===== config.mk =====
export PLATFORM = sky130hd
export DESIGN_NAME = instruction_fetch_unit
export DESIGN_NICKNAME = d
export VERILOG_FILES = /design/src/rtl/instruction_fetch_unit.sv
export SDC_FILE = /design/constraint.sdc
export NUM_CORES = 1
export LEC_CHECK = 0
export BUFFER_PORTS_ARGS = -buffer_cell sky130_fd_sc_hd__buf_4
export CORE_ASPECT_RATIO = 0.8
export CORE_MARGIN = 2
export CORE_UTILIZATION = 56
export CTS_BUF_LIST = sky130_fd_sc_hd__clkbuf_8
export DETAILED_ROUTE_END_ITERATION = 10
export PLACE_DENSITY = 0.88
export SYNTH_ARGS = -nofsm -noshare
export SYNTH_HDL_FRONTEND = slang
export SYNTH_SLANG_ARGS = --single-unit

===== constraint.sdc =====
create_clock -name clk -period 11.9 [get_ports clk]
set_input_delay 2.38 -clock clk [delete_from_list [all_inputs] [get_ports clk]]
set_output_delay 2.38 -clock clk [all_outputs]
set_load 0.05 [all_outputs]

===== src/rtl/instruction_fetch_unit.sv =====
`default_nettype none
// ============================================================================
// Module   : instruction_fetch_unit
// Purpose  : Fetch stage. Holds the fetch PC, issues single-outstanding word
//            reads over a req/gnt/rvalid handshake, buffers returned words
//            with their PC in a small FIFO and hands them to decode through
//            valid/ready. A redirect flushes the FIFO and kills any read that
//            is still in flight.
// Revision : 1.0 - initial release
// ============================================================================
module instruction_fetch_unit #(
    parameter int                    ADDR_WIDTH  = 32,
    parameter int                    INSTR_WIDTH = 32,
    parameter logic [ADDR_WIDTH-1:0] RESET_ADDR  = '0,
    parameter int                    FIFO_DEPTH  = 2
) (
    input  logic                   clk,
    input  logic                   rst,
    output logic                   imem_req,
    output logic [ADDR_WIDTH-1:0]  imem_addr,
    input  logic                   imem_gnt,
    input  logic                   imem_rvalid,
    input  logic [INSTR_WIDTH-1:0] imem_rdata,
    input  logic                   redirect_valid,
    input  logic [ADDR_WIDTH-1:0]  redirect_pc,
    output logic                   instr_valid,
    input  logic                   instr_ready,
    output logic [INSTR_WIDTH-1:0] instr,
    output logic [ADDR_WIDTH-1:0]  instr_pc
);

    localparam int PTR_W = (FIFO_DEPTH > 1) ? $clog2(FIFO_DEPTH) : 1;
    localparam int CNT_W = $clog2(FIFO_DEPTH) + 1;

    typedef enum logic [0:0] {
        S_REQ  = 1'b0,
        S_WAIT = 1'b1
    } state_t;

    state_t                  state, state_nxt;
    logic [ADDR_WIDTH-1:0]   fetch_pc, fetch_pc_nxt;
    logic                    kill, kill_nxt;

    logic [INSTR_WIDTH-1:0]  fifo_instr [FIFO_DEPTH];
    logic [ADDR_WIDTH-1:0]   fifo_pc    [FIFO_DEPTH];
    logic [PTR_W-1:0]        rd_ptr, wr_ptr;
    logic [CNT_W-1:0]        count;

    logic                    push;
    logic                    pop;
    logic [ADDR_WIDTH-1:0]   redirect_aligned;

    // Word-align the redirect target; the low two bits are discarded.
    assign redirect_aligned = redirect_pc & ~ADDR_WIDTH'(3);

    assign imem_addr   = fetch_pc;
    assign instr_valid = ~rst & (count != '0) & ~redirect_valid;
    assign pop         = instr_valid & instr_ready;
    assign instr       = fifo_instr[rd_ptr];
    assign instr_pc    = fifo_pc[rd_ptr];

    // Fetch state register: PC, FSM state and the kill flag for a stale read.
    always_ff @(posedge clk) begin
        if (rst) begin
            state    <= S_REQ;
            fetch_pc <= RESET_ADDR;
            kill     <= 1'b0;
        end else begin
            state    <= state_nxt;
            fetch_pc <= fetch_pc_nxt;
            kill     <= kill_nxt;
        end
    end

    // Next-state, request and push decode; redirect overrides the PC and arms kill.
    always_comb begin
        state_nxt    = state;
        fetch_pc_nxt = fetch_pc;
        kill_nxt     = kill;
        imem_req     = 1'b0;
        push         = 1'b0;
        case (state)
            S_REQ: begin
                imem_req = ~rst & (count < CNT_W'(FIFO_DEPTH)) & ~redirect_valid;
                if (imem_req && imem_gnt) begin
                    fetch_pc_nxt = fetch_pc + ADDR_WIDTH'(4);
                    state_nxt    = S_WAIT;
                end
            end
            S_WAIT: begin
                if (imem_rvalid) begin
                    push      = ~kill & ~redirect_valid;
                    kill_nxt  = 1'b0;
                    state_nxt = S_REQ;
                end
            end
            default: state_nxt = S_REQ;
        endcase
        if (redirect_valid) begin
            fetch_pc_nxt = redirect_aligned;
            if (state == S_WAIT && !imem_rvalid) begin
                kill_nxt = 1'b1;
            end
        end
    end

    // FIFO pointers and occupancy; a redirect empties the buffer outright.
    always_ff @(posedge clk) begin
        if (rst || redirect_valid) begin
            rd_ptr <= '0;
            wr_ptr <= '0;
            count  <= '0;
        end else begin
            if (push) begin
                wr_ptr <= wr_ptr + PTR_W'(1);
            end
            if (pop) begin
                rd_ptr <= rd_ptr + PTR_W'(1);
            end
            if (push && !pop) begin
                count <= count + CNT_W'(1);
            end else if (!push && pop) begin
                count <= count - CNT_W'(1);
            end
        end
    end

    // FIFO storage; the PC of the returned word is one step behind fetch_pc.
    always_ff @(posedge clk) begin
        if (push) begin
            fifo_instr[wr_ptr] <= imem_rdata;
            fifo_pc[wr_ptr]    <= fetch_pc - ADDR_WIDTH'(4);
        end
    end

endmodule
`default_nettype wire


==> results of run 1 <==
per-stage QoR:
stage	total power, mW	utilization, %	worst slack (ns)
2_1_floorplan	0.723	-	2.55
3_3_place_gp	0.763	68.5	6.15
3_5_place_dp	0.768	68.5	6.13
4_1_cts	1.13	71.4	6.12
5_1_grt	1.17	71.4	6.07
6_report	1.13	71.4	6.11
per-layer routing:
metal	vias to the layer above	routed length, um
met5	-	0
met4	0	193
met3	19	1490
met2	235	7680
met1	2337	6640
li1	2308	-
placed cells by master, fill, tap and decap left out, drive strengths merged, types with 8 or more instances in the layout:
cell type and n:
a21oi 18, nor4 11, nor3 23, buf 166
a211oi 13, edfxtp 124, nand2 37, nand3 13
inv 12, xor2 23, clkbuf 17, nor2 33
o21ai 9, nand4 11, and3 8, xnor2 27
dfxtp 37, mux2 64
cell usage after synthesis, drive strengths merged, types with 9 or more instances:
library cell,n
buf,10
nand2,37
mux2,64
nor4,11
nand4,11
clkbuf,32
dfxtp,37
nand3,13
nor2,33
a21oi,18
a211oi,13
xor2,23
o21ai,9
edfxtp,124
nor3,23
xnor2,27
power by group through the flow:
stage | clock, mW | combinational (mW) | sequential [mW]
6_report | 0.373 | 0.122 | 0.635
5_1_grt | 0.400 | 0.130 | 0.637
4_1_cts | 0.379 | 0.122 | 0.634
3_5_place_dp | 0 | 0.121 | 0.647
3_3_place_gp | 0 | 0.117 | 0.646
2_1_floorplan | 0 | 0.0625 | 0.660
layout make-up:
| type | instances | area, um2 |
|---|---|---|
| sequential | 161 | 4470 |
| clock buffer | 17 | 234 |
| multi-input combinational | 342 | 2430 |
| inverter | 7 | 26.3 |
| tap | 171 | 214 |
| fill | 865 | 3500 |
| timing repair buffer | 166 | 1250 |
| clock inverter | 15 | 129 |
cell families (layout without fill, tap and decap cells):
group	count (synthesis)	in the layout	share of synthesized area [%]
and+or+nand+nor	163	163	11.9
DFF	161	161	63.0
muxes	67	67	10.6
AOI/OAI and AO/OA	55	55	4.75
xor gates and xnor gates	50	50	6.18
buffers and inverters	49	205	2.97
adders and majority gates	3	3	0.530
other	1	4	0.0529
state kept, by name (all words and copies together) (netlist names), named ones only:
| signal | count |
|---|---|
| rd_ptr | 1 |
| count | 2 |
| fifo_pc | 60 |
| state | 1 |
| wr_ptr | 1 |
| imem_addr | 30 |
| fifo_instr | 64 |
worst reg2reg max path, cell delays in order, from the launching register on:
cell and delay (ns):
dfxtp_1 0.43, or4_1 0.58, nor2b_1 0.37, nand3_2 0.31, o41ai_1 0.38, o21ai_0 0.21
how the worst min path moves through the flow:
stage,startpoint,end,depth (start not counted)
after CTS,rd_ptr,flop,2
after global placement,rd_ptr,flop,2
after detailed placement,rd_ptr,flop,2
after global routing,rd_ptr,flop,2
final,rd_ptr,flop,2
after floorplan,rd_ptr,flop,2
==> flow_summary.yaml, run 1 <==
run_status:
  outcome: "finished clean"
global_routing:
  grt_max_degree: 63
  grt_pass1_wl_um: 24300
  grtUsageTotal_pct: 23.5
  met1_usage_pct: 30.2
  met3_usage_pct: 6.86
  antenna_found_initial: 0
  overflow: 0
  top_usage_layer: "met2"
  grt_pass1_vias: 4761
  grtUsageMet2_pct: 37.7
yosys:
  ys_async_sr_fraction_pct: 0
  synth_cells: 549
  ys_seq_elements: 161
  synth-edff-count: 124
  synth.avg_cell_area_um2: 12.9
  yosys.area.top_type: "edfxtp_1"
  ys_warn_count: 0
  synth_top_area_share_pct: 52.6
  synthTopCellsByArea: "edfxtp_1 53%, dfxtp_1 10%, mux2_2 10%, xnor2_1 3.3%, xor2_1 2.8%"
  syn_area_um2: 7090
  synth_seq_area_share_pct: 63.0
  synth_cell_type_count: 46
  synth_ff_type: "edfxtp_1"
placed_design:
  place.gp.congestion: 0.858
  hpwl_um: 11000
  place_area_um2: 8390
  port-buffer-count: 161
  dp_cells: 847
worst_setup_path:
  arrival_ns: 3.41
  timing.critical_path.slowest_stage_cell: "or2_2"
  ff2ff_setup_slack_ns: 9.33
  crit_top_cell: "buf_4"
  worstSetupEndpoint: "imem_req"
  cp_max_fo: 36
  reg2regPathDepth: 5
  cp_top_family: "simple AND/OR/NAND/NOR gates"
  start_kind: "input pin"
  critPathCaptureType: "output pin"
  critPathBufInv: 2
  required_ns: 9.52
  r2r-end: "fifo_pc[1][25]"
  path_cells: "buf_4, or2_2, nor3_1, buf_4"
  reg2reg_from: "imem_addr[4]"
  path_depth: 4
  path_class: "in2out"
  critPathMaxStageDelay_ns: 0.39
  startpoint: "rst"
cells_and_area:
  insertedDiodeCount: 0
  nNetsFinal: 768
  area_growth_syn_to_layout_pct: 23.5
  stdcell_area_um2: 8750
  drive_gt1_share_pct: 37.7
  layout.cells.non_filler: 879
power_and_ir_drop:
  p_seq_share_pct: 56.2
  vdd_drop_max_mv: 0.0841
  intPower_uw: 844
  p_sw_share_pct: 25.3
  p_leak_nw: 3.23
  p_sw_uw: 285
  clock_power_share_pct: 33.0
  combPwrFrac_pct: 10.8
  power.density_nw_per_um2: 129
routing:
  vias: 4899
  first_pass_iters: 5
  ant_nets: 0
  vias_per_cell: 5.57
  totalWireLength_um: 16000
  drtIter0Drc: 365
  drc: 0
  wl_per_cell_um: 18.2
clock_tree:
  clock_path_buffers: 2
  ctsHoldBuffers: 0
  root_buffer: "clkbuf_8"
  cts_resized: 0
  htree_num_levels: 4
  path_clk_slew_ns: 0.08
  cts.sink_count: 161
  clock_latency_ns: 0.44
  cts_tree: "done"
  cts_made_buffers: 17
  postCtsSetupRepairBufs: 0
sta:
  fin_crit_ns: 5.79
  finalHoldViolCount: 0
  rsz0062_at_grt: "no"
  relSlewSlack_pct: 22.2
  fin_worst_hold_slack_ns: 0.531
  fmax_ghz: 0.173
  fin_crit_sh_pct: 48.6
  setup_viol: 0
  finalClockSkew_ns: 0.0121
  tightest_slew_ns: 1.17
  fin_tns_setup_ns: 0
  slew_viol_final: 0
floorplanning:
  core_um2: 12300
  die_h_um: 105
  fp.dieW_um: 130
  start_util_pct: 57.8
  ios: 168
  dieArea_um2: 13600
  row_count: 36
hold_path:
  hp-class: "reg2reg"
job:
  drv_cap: 0
No activity file was read; power rests on OpenSTA's default activity.
==> run 2, diff against run 1 <==
- ABC_AREA: unset -> 1
- CORE_UTILIZATION: 56 -> 51
- PLACE_DENSITY: 0.88 -> 0.84
- clock period: 11.9 -> 5.15 ns (I/O delays scaled with it)
==> run 2 against run 1 <==
  * Register-to-register slack got worse by 6.4 ns
  * Non-clock buffer count shrank 2
  * Largest power group unchanged
  * Largest cell class unchanged
  * Final area grew 7.2%
==> flow_summary.yaml, run 2 <==
yosys:
  synth_cells: 742
  yosys.area.top_type: "edfxtp_1"
  synth_seq_area_share_pct: 58.1
  synth.avg_cell_area_um2: 10.4
  ys_warn_count: 0
  synthTopCellsByArea: "edfxtp_1 48%, dfxtp_1 9.6%, mux2_2 9.1%, nand2_1 7.4%, inv_1 3.3%"
  ys_async_sr_fraction_pct: 0
  synth_most_common_cell: "nand2_1"
  ys_seq_elements: 161
  synth-edff-count: 124
  synth_ff_type: "edfxtp_1"
  synth_cell_type_count: 38
  syn_area_um2: 7690
  synthTopCellsByCount: "152 x nand2_1, 124 x edfxtp_1, 68 x inv_1"
  synth_top_area_share_pct: 48.4
sta:
  worst_slack_ns: 1.70
  slew_viol_final: 0
  fin_crit_ns: 3.45
  rsz0062_at_grt: "no"
  setup_viol: 0
  finalHoldViolCount: 0
  relSlewSlack_pct: 41.3
  fin_tns_setup_ns: 0
  fmax_ghz: 0.289
  finalClockSkew_ns: 0.0129
  fin_crit_sh_pct: 67.1
  tightest_slew_ns: 0.881
cells_and_area:
  largest_reg_flops: 64
  fillers: 1181
  multi_input_area_um2: 2810
  fin_util_pct: 63.1
  layout.cells.non_filler: 1099
  area_growth_syn_to_layout_pct: 22.0
  stdcell_area_um2: 9380
  drive_gt1_share_pct: 32.5
  regMostFlops: "fifo_instr"
  final_cell_mix: "164 x buf_4, 152 x nand2_1, 124 x edfxtp_1"
  nNetsFinal: 971
  insertedDiodeCount: 0
  seqCellArea_um2: 4470
  mostFrequentLayoutCell: "buf_4"
hold_path:
  hp-class: "reg2reg"
  min-delay-start: "rd_ptr"
worst_setup_path:
  start_kind: "flop"
  path_class: "reg2out"
  arrival_ns: 2.42
  reg2reg_from: "state"
  required_ns: 4.12
  critPathCaptureType: "output pin"
  cp_max_fo: 35
global_routing:
  grt_max_degree: 63
  grtUsageTotal_pct: 21.8
  grt_pass1_vias: 5480
  overflow: 0
  antenna_found_initial: 0
  grt_pass1_wl_um: 27200
clock_tree:
  cts_resized: 0
  clock_path_buffers: 2
  path_clk_slew_ns: 0.08
  ctsHoldBuffers: 0
  postCtsSetupRepairBufs: 0
  root_buffer: "clkbuf_8"
  cts.sink_count: 161
  htree_num_levels: 4
  cts_made_buffers: 17
  cts_tree: "done"
  clock_latency_ns: 0.45
routing:
  totalWireLength_um: 17300
  wl_per_cell_um: 15.7
  vias_per_cell: 5.27
  drtIter0Drc: 564
  ant_nets: 0
  vias: 5797
  first_pass_iters: 7
  drc: 0
placed_design:
  place.gp.congestion: 0.908
  place_area_um2: 9030
  hpwl_um: 12100
  dp_cells: 1068
  pre_cts_ws_ns: 2.05
  port-buffer-count: 161
floorplanning:
  row_count: 40
  die_h_um: 114
  dieArea_um2: 16100
  core_um2: 14900
  start_util_pct: 51.7
  ios: 168
  fp.dieW_um: 141
power_and_ir_drop:
  vdd_drop_max_mv: 0.174
  power.density_nw_per_um2: 280
  p_leak_nw: 3.71
run_status:
  outcome: "finished clean"
job:
  drv_cap: 0
## run 2: changes by cell type in the layout (fill, tap and decap cells not counted), moves of 9 or more
cell | before | now
nor2_4 | 0 | 10
nand3_1 | 12 | 44
inv_1 | 11 | 70
a211oi_1 | 13 | 0
nor2_1 | 33 | 65
nor4_1 | 9 | 0
nand2_1 | 37 | 152
xnor2_1 | 27 | 3
o21ai_0 | 9 | 32
nor3_1 | 22 | 8
## run 2: final cells by class
class,instances,share of cell area [%]
Sequential cell,161,47.6
Inverter,76,3.04
Tap cell,189,2.52
Clock buffer,17,2.49
Timing Repair Buffer,164,13.1
Clock inverter,14,1.23
Multi-Input combinational cell,478,30.0
## run 2: final timing paths
check | end | slack (ns) | depth (start not counted)
setup / recovery | instr[16] | 1.70 | 3
hold / removal | rd_ptr | 0.50 | 2
setup reg to reg | fifo_instr[1][11] | 2.96 | 5
hold reg to reg | rd_ptr | 0.50 | 2
## run 2: cell families (layout without fill, tap and decap cells)
kind of cell,after synthesis,after routing,synth area share [%]
XOR/XNOR,27,27,3.08
AND/OR/NAND/NOR,310,310,18.5
buffers and inverters,106,271,5.71
AO/OA/AOI/OAI,72,72,5.01
other,1,4,0.0488
flip-flops,161,161,58.1
adder cells (fa/ha/maj),3,3,0.488
multiplexers,62,62,9.08
## run 2: layer usage
| metal | vias to the layer above | share of wire (%) | track usage, % |
|---|---|---|---|
| met3 | 16 | 8.7 | 6.17 |
| li1 | 2800 | - | - |
| met2 | 254 | 46 | 34.4 |
| met5 | - | 0 | 0 |
| met4 | 0 | 0.84 | 6.07 |
| met1 | 2727 | 44 | 29.9 |
## run 2: worst max-delay path, stage by stage (launching register included)
cell and delay [ns]:
dfxtp_2 0.90, buf_4 0.48, mux2_2 0.39, buf_4 0.19
## run 2: report_power, final
group | leakage, nW | internal (mW) | switching (mW)
clock | 0.185 | 0.378 | 0.464
sequential | 1.43 | 1.43 | 0.0345
combinational | 2.10 | 0.108 | 0.214
total | 3.71 | 1.91 | 0.712
## run 2: stage by stage
step                      power (mW)  hold slack, ns
final                           2.63           0.496
after global routing            2.73           0.521
after CTS                       2.64           0.492
after detailed placement        1.81           0.470
after global placement          1.80           0.451
after floorplan                 1.70           0.438
==> run 3, diff against run 2 <==
- CORE_UTILIZATION: 51 -> 56
- PLACE_DENSITY: 0.84 -> 0.87
- clock period: 5.15 -> 3.4 ns (I/O delays scaled with it)
==> run 3 against run 2 <==
  * Die area shrank 8.6%
  * Worst hold slack worse by 0.091 ns
  * Largest power group unchanged
  * Non-clock buffer count is the same
  * Final cell count down 0.91%
  * Clock skew shrank 0.0026 ns
  * Setup slack lost 0.71 ns
  * Via count grew 0.16%
  * Flip-flop and latch count stayed put
  * Sequential power is 51% higher
  * Final area grew 0.77%
  * Clock-buffer cell count unchanged
==> flow_summary.yaml, run 3 (synthesized netlist as in run 2, its figures left out) <==
floorplanning:
  core_um2: 13500
  fp.dieW_um: 135
  row_count: 38
  die_h_um: 109
  ios: 168
  start_util_pct: 56.9
  dieArea_um2: 14700
clock_tree:
  htree_num_levels: 4
  clock_path_buffers: 2
  clock_latency_ns: 0.46
  cts_resized: 0
  cts_tree: "done"
  ctsHoldBuffers: 0
  postCtsSetupRepairBufs: 0
  cts_made_buffers: 17
  path_clk_slew_ns: 0.08
  cts.sink_count: 161
  root_buffer: "clkbuf_8"
sta:
  fin_crit_ns: 2.41
  fin_tns_setup_ns: 0
  slew_viol_final: 0
  fmax_ghz: 0.415
  finalClockSkew_ns: 0.0103
  finalHoldViolCount: 0
  setup_viol: 0
  relSlewSlack_pct: 48.2
  tightest_slew_ns: 0.774
  rsz0062_at_grt: "no"
  fin_crit_sh_pct: 70.9
global_routing:
  grt_max_degree: 63
  overflow: 0
  grtUsageTotal_pct: 23.7
  grt_pass1_vias: 5471
  grt_pass1_wl_um: 26600
  antenna_found_initial: 0
routing:
  ant_nets: 0
  vias: 5806
  first_pass_iters: 5
  totalWireLength_um: 17200
  drc: 0
  wl_per_cell_um: 15.8
  drtIter0Drc: 465
  vias_per_cell: 5.33
worst_setup_path:
  cp_top_family: "buffers and inverters"
  path_class: "reg2out"
  path_cells: "buf_12, mux2_2, buf_4"
  ff2ff_setup_slack_ns: 1.51
  critPathBufInv: 2
  critPathCaptureType: "output pin"
  arrival_ns: 1.73
  cp_max_fo: 62
  reg2reg_from: "state"
  required_ns: 2.72
  r2r-end: "imem_addr[5]"
  timing.critical_path.slowest_stage_cell: "mux2_2"
  worstSetupEndpoint: "instr_pc[26]"
  critPathMaxStageDelay_ns: 0.40
  start_kind: "flop"
  reg2regPathDepth: 8
  path_depth: 3
power_and_ir_drop:
  power.density_nw_per_um2: 436
  vdd_drop_max_mv: 0.248
  p_leak_nw: 3.73
run_status:
  outcome: "finished clean"
cells_and_area:
  insertedDiodeCount: 0
  fin_util_pct: 70.0
  final_cell_mix: "161 x buf_4, 152 x nand2_1, 124 x edfxtp_1"
  fillers: 1005
  drive_gt1_share_pct: 32.8
  mostFrequentLayoutCell: "buf_4"
  largest_reg_flops: 64
  area_growth_syn_to_layout_pct: 22.9
  nNetsFinal: 971
  regMostFlops: "fifo_instr"
job:
  drv_cap: 0
hold_path:
  min-delay-start: "imem_rdata[0]"
  hp-class: "in2reg"
placed_design:
  port-buffer-count: 161
  hpwl_um: 11800
  place.gp.congestion: 0.885
run 3: changes by cell type in the layout (fill, tap and decap cells not counted):
| cell | before | now |
|---|---|---|
| inv_6 | 5 | 3 |
| buf_12 | 0 | 3 |
| buf_4 | 164 | 161 |
| inv_1 | 70 | 68 |
| bufinv_16 | 1 | 3 |
| clkinvlp_4 | 1 | 3 |
| clkinv_1 | 2 | 1 |
run 3: metrics by stage:
step	hold WS [ns]	cell area [um2]	std cells	total power [mW]	setup slack, ns
finish	0.404	9450	1089	4.12	0.989
floorplan	0.438	7700	745	2.57	0.132
global route	0.375	9450	1089	4.27	0.915
CTS	0.379	9450	1089	4.14	0.955
detailed placement	0.481	9050	1059	2.74	0.853
global placement	0.451	9050	1059	2.72	0.894
run 3: worst min path at each step:
stage	cells past startpoint	to	slack, ns
3_3_place_gp	2	flop	0.45
4_1_cts	1	fifo_instr[1][31]	0.38
2_1_floorplan	2	flop	0.44
5_1_grt	1	fifo_instr[0][2]	0.38
6_report	1	fifo_instr[1][0]	0.40
3_5_place_dp	2	flop	0.48
run 3: worst register-to-register path, cell delays in order, from the launching register on:
cell	delay (ns)
dfxtp_1	0.34
nor2_1	0.12
nand4_2	0.15
nand2_1	0.62
inv_2	0.23
nand2_1	0.13
o211ai_1	0.09
nand2_1	0.06
inv_1	0.04
run 3: routing by layer:
metal / routed length, um / up-vias / GRT usage, %
met1: 7440 / 2714 / 32.0
met3: 1510 / 21 / 5.21
li1: - / 2806 / -
met4: 246 / 0 / 8.26
met5: 0 / - / 0
met2: 7970 / 265 / 38.3
run 3: power breakdown:
group / switching (mW) / internal (mW) / total [mW]
clock network: 0.697 / 0.719 / 1.42
logic: 0.323 / 0.165 / 0.488
registers: 0.0519 / 2.16 / 2.21
total: 1.07 / 3.04 / 4.12
run 3: final cells by class:
class                           count  area, um2  area share [%]
Clock buffer                       17        234            2.48
Clock inverter                     13        161            1.71
Inverter                           76        285            3.02
Multi-Input combinational cell    478       2810            29.7
Sequential cell                   161       4470            47.3
Tap cell                          180        225            2.38
Timing Repair Buffer              164       1270            13.4
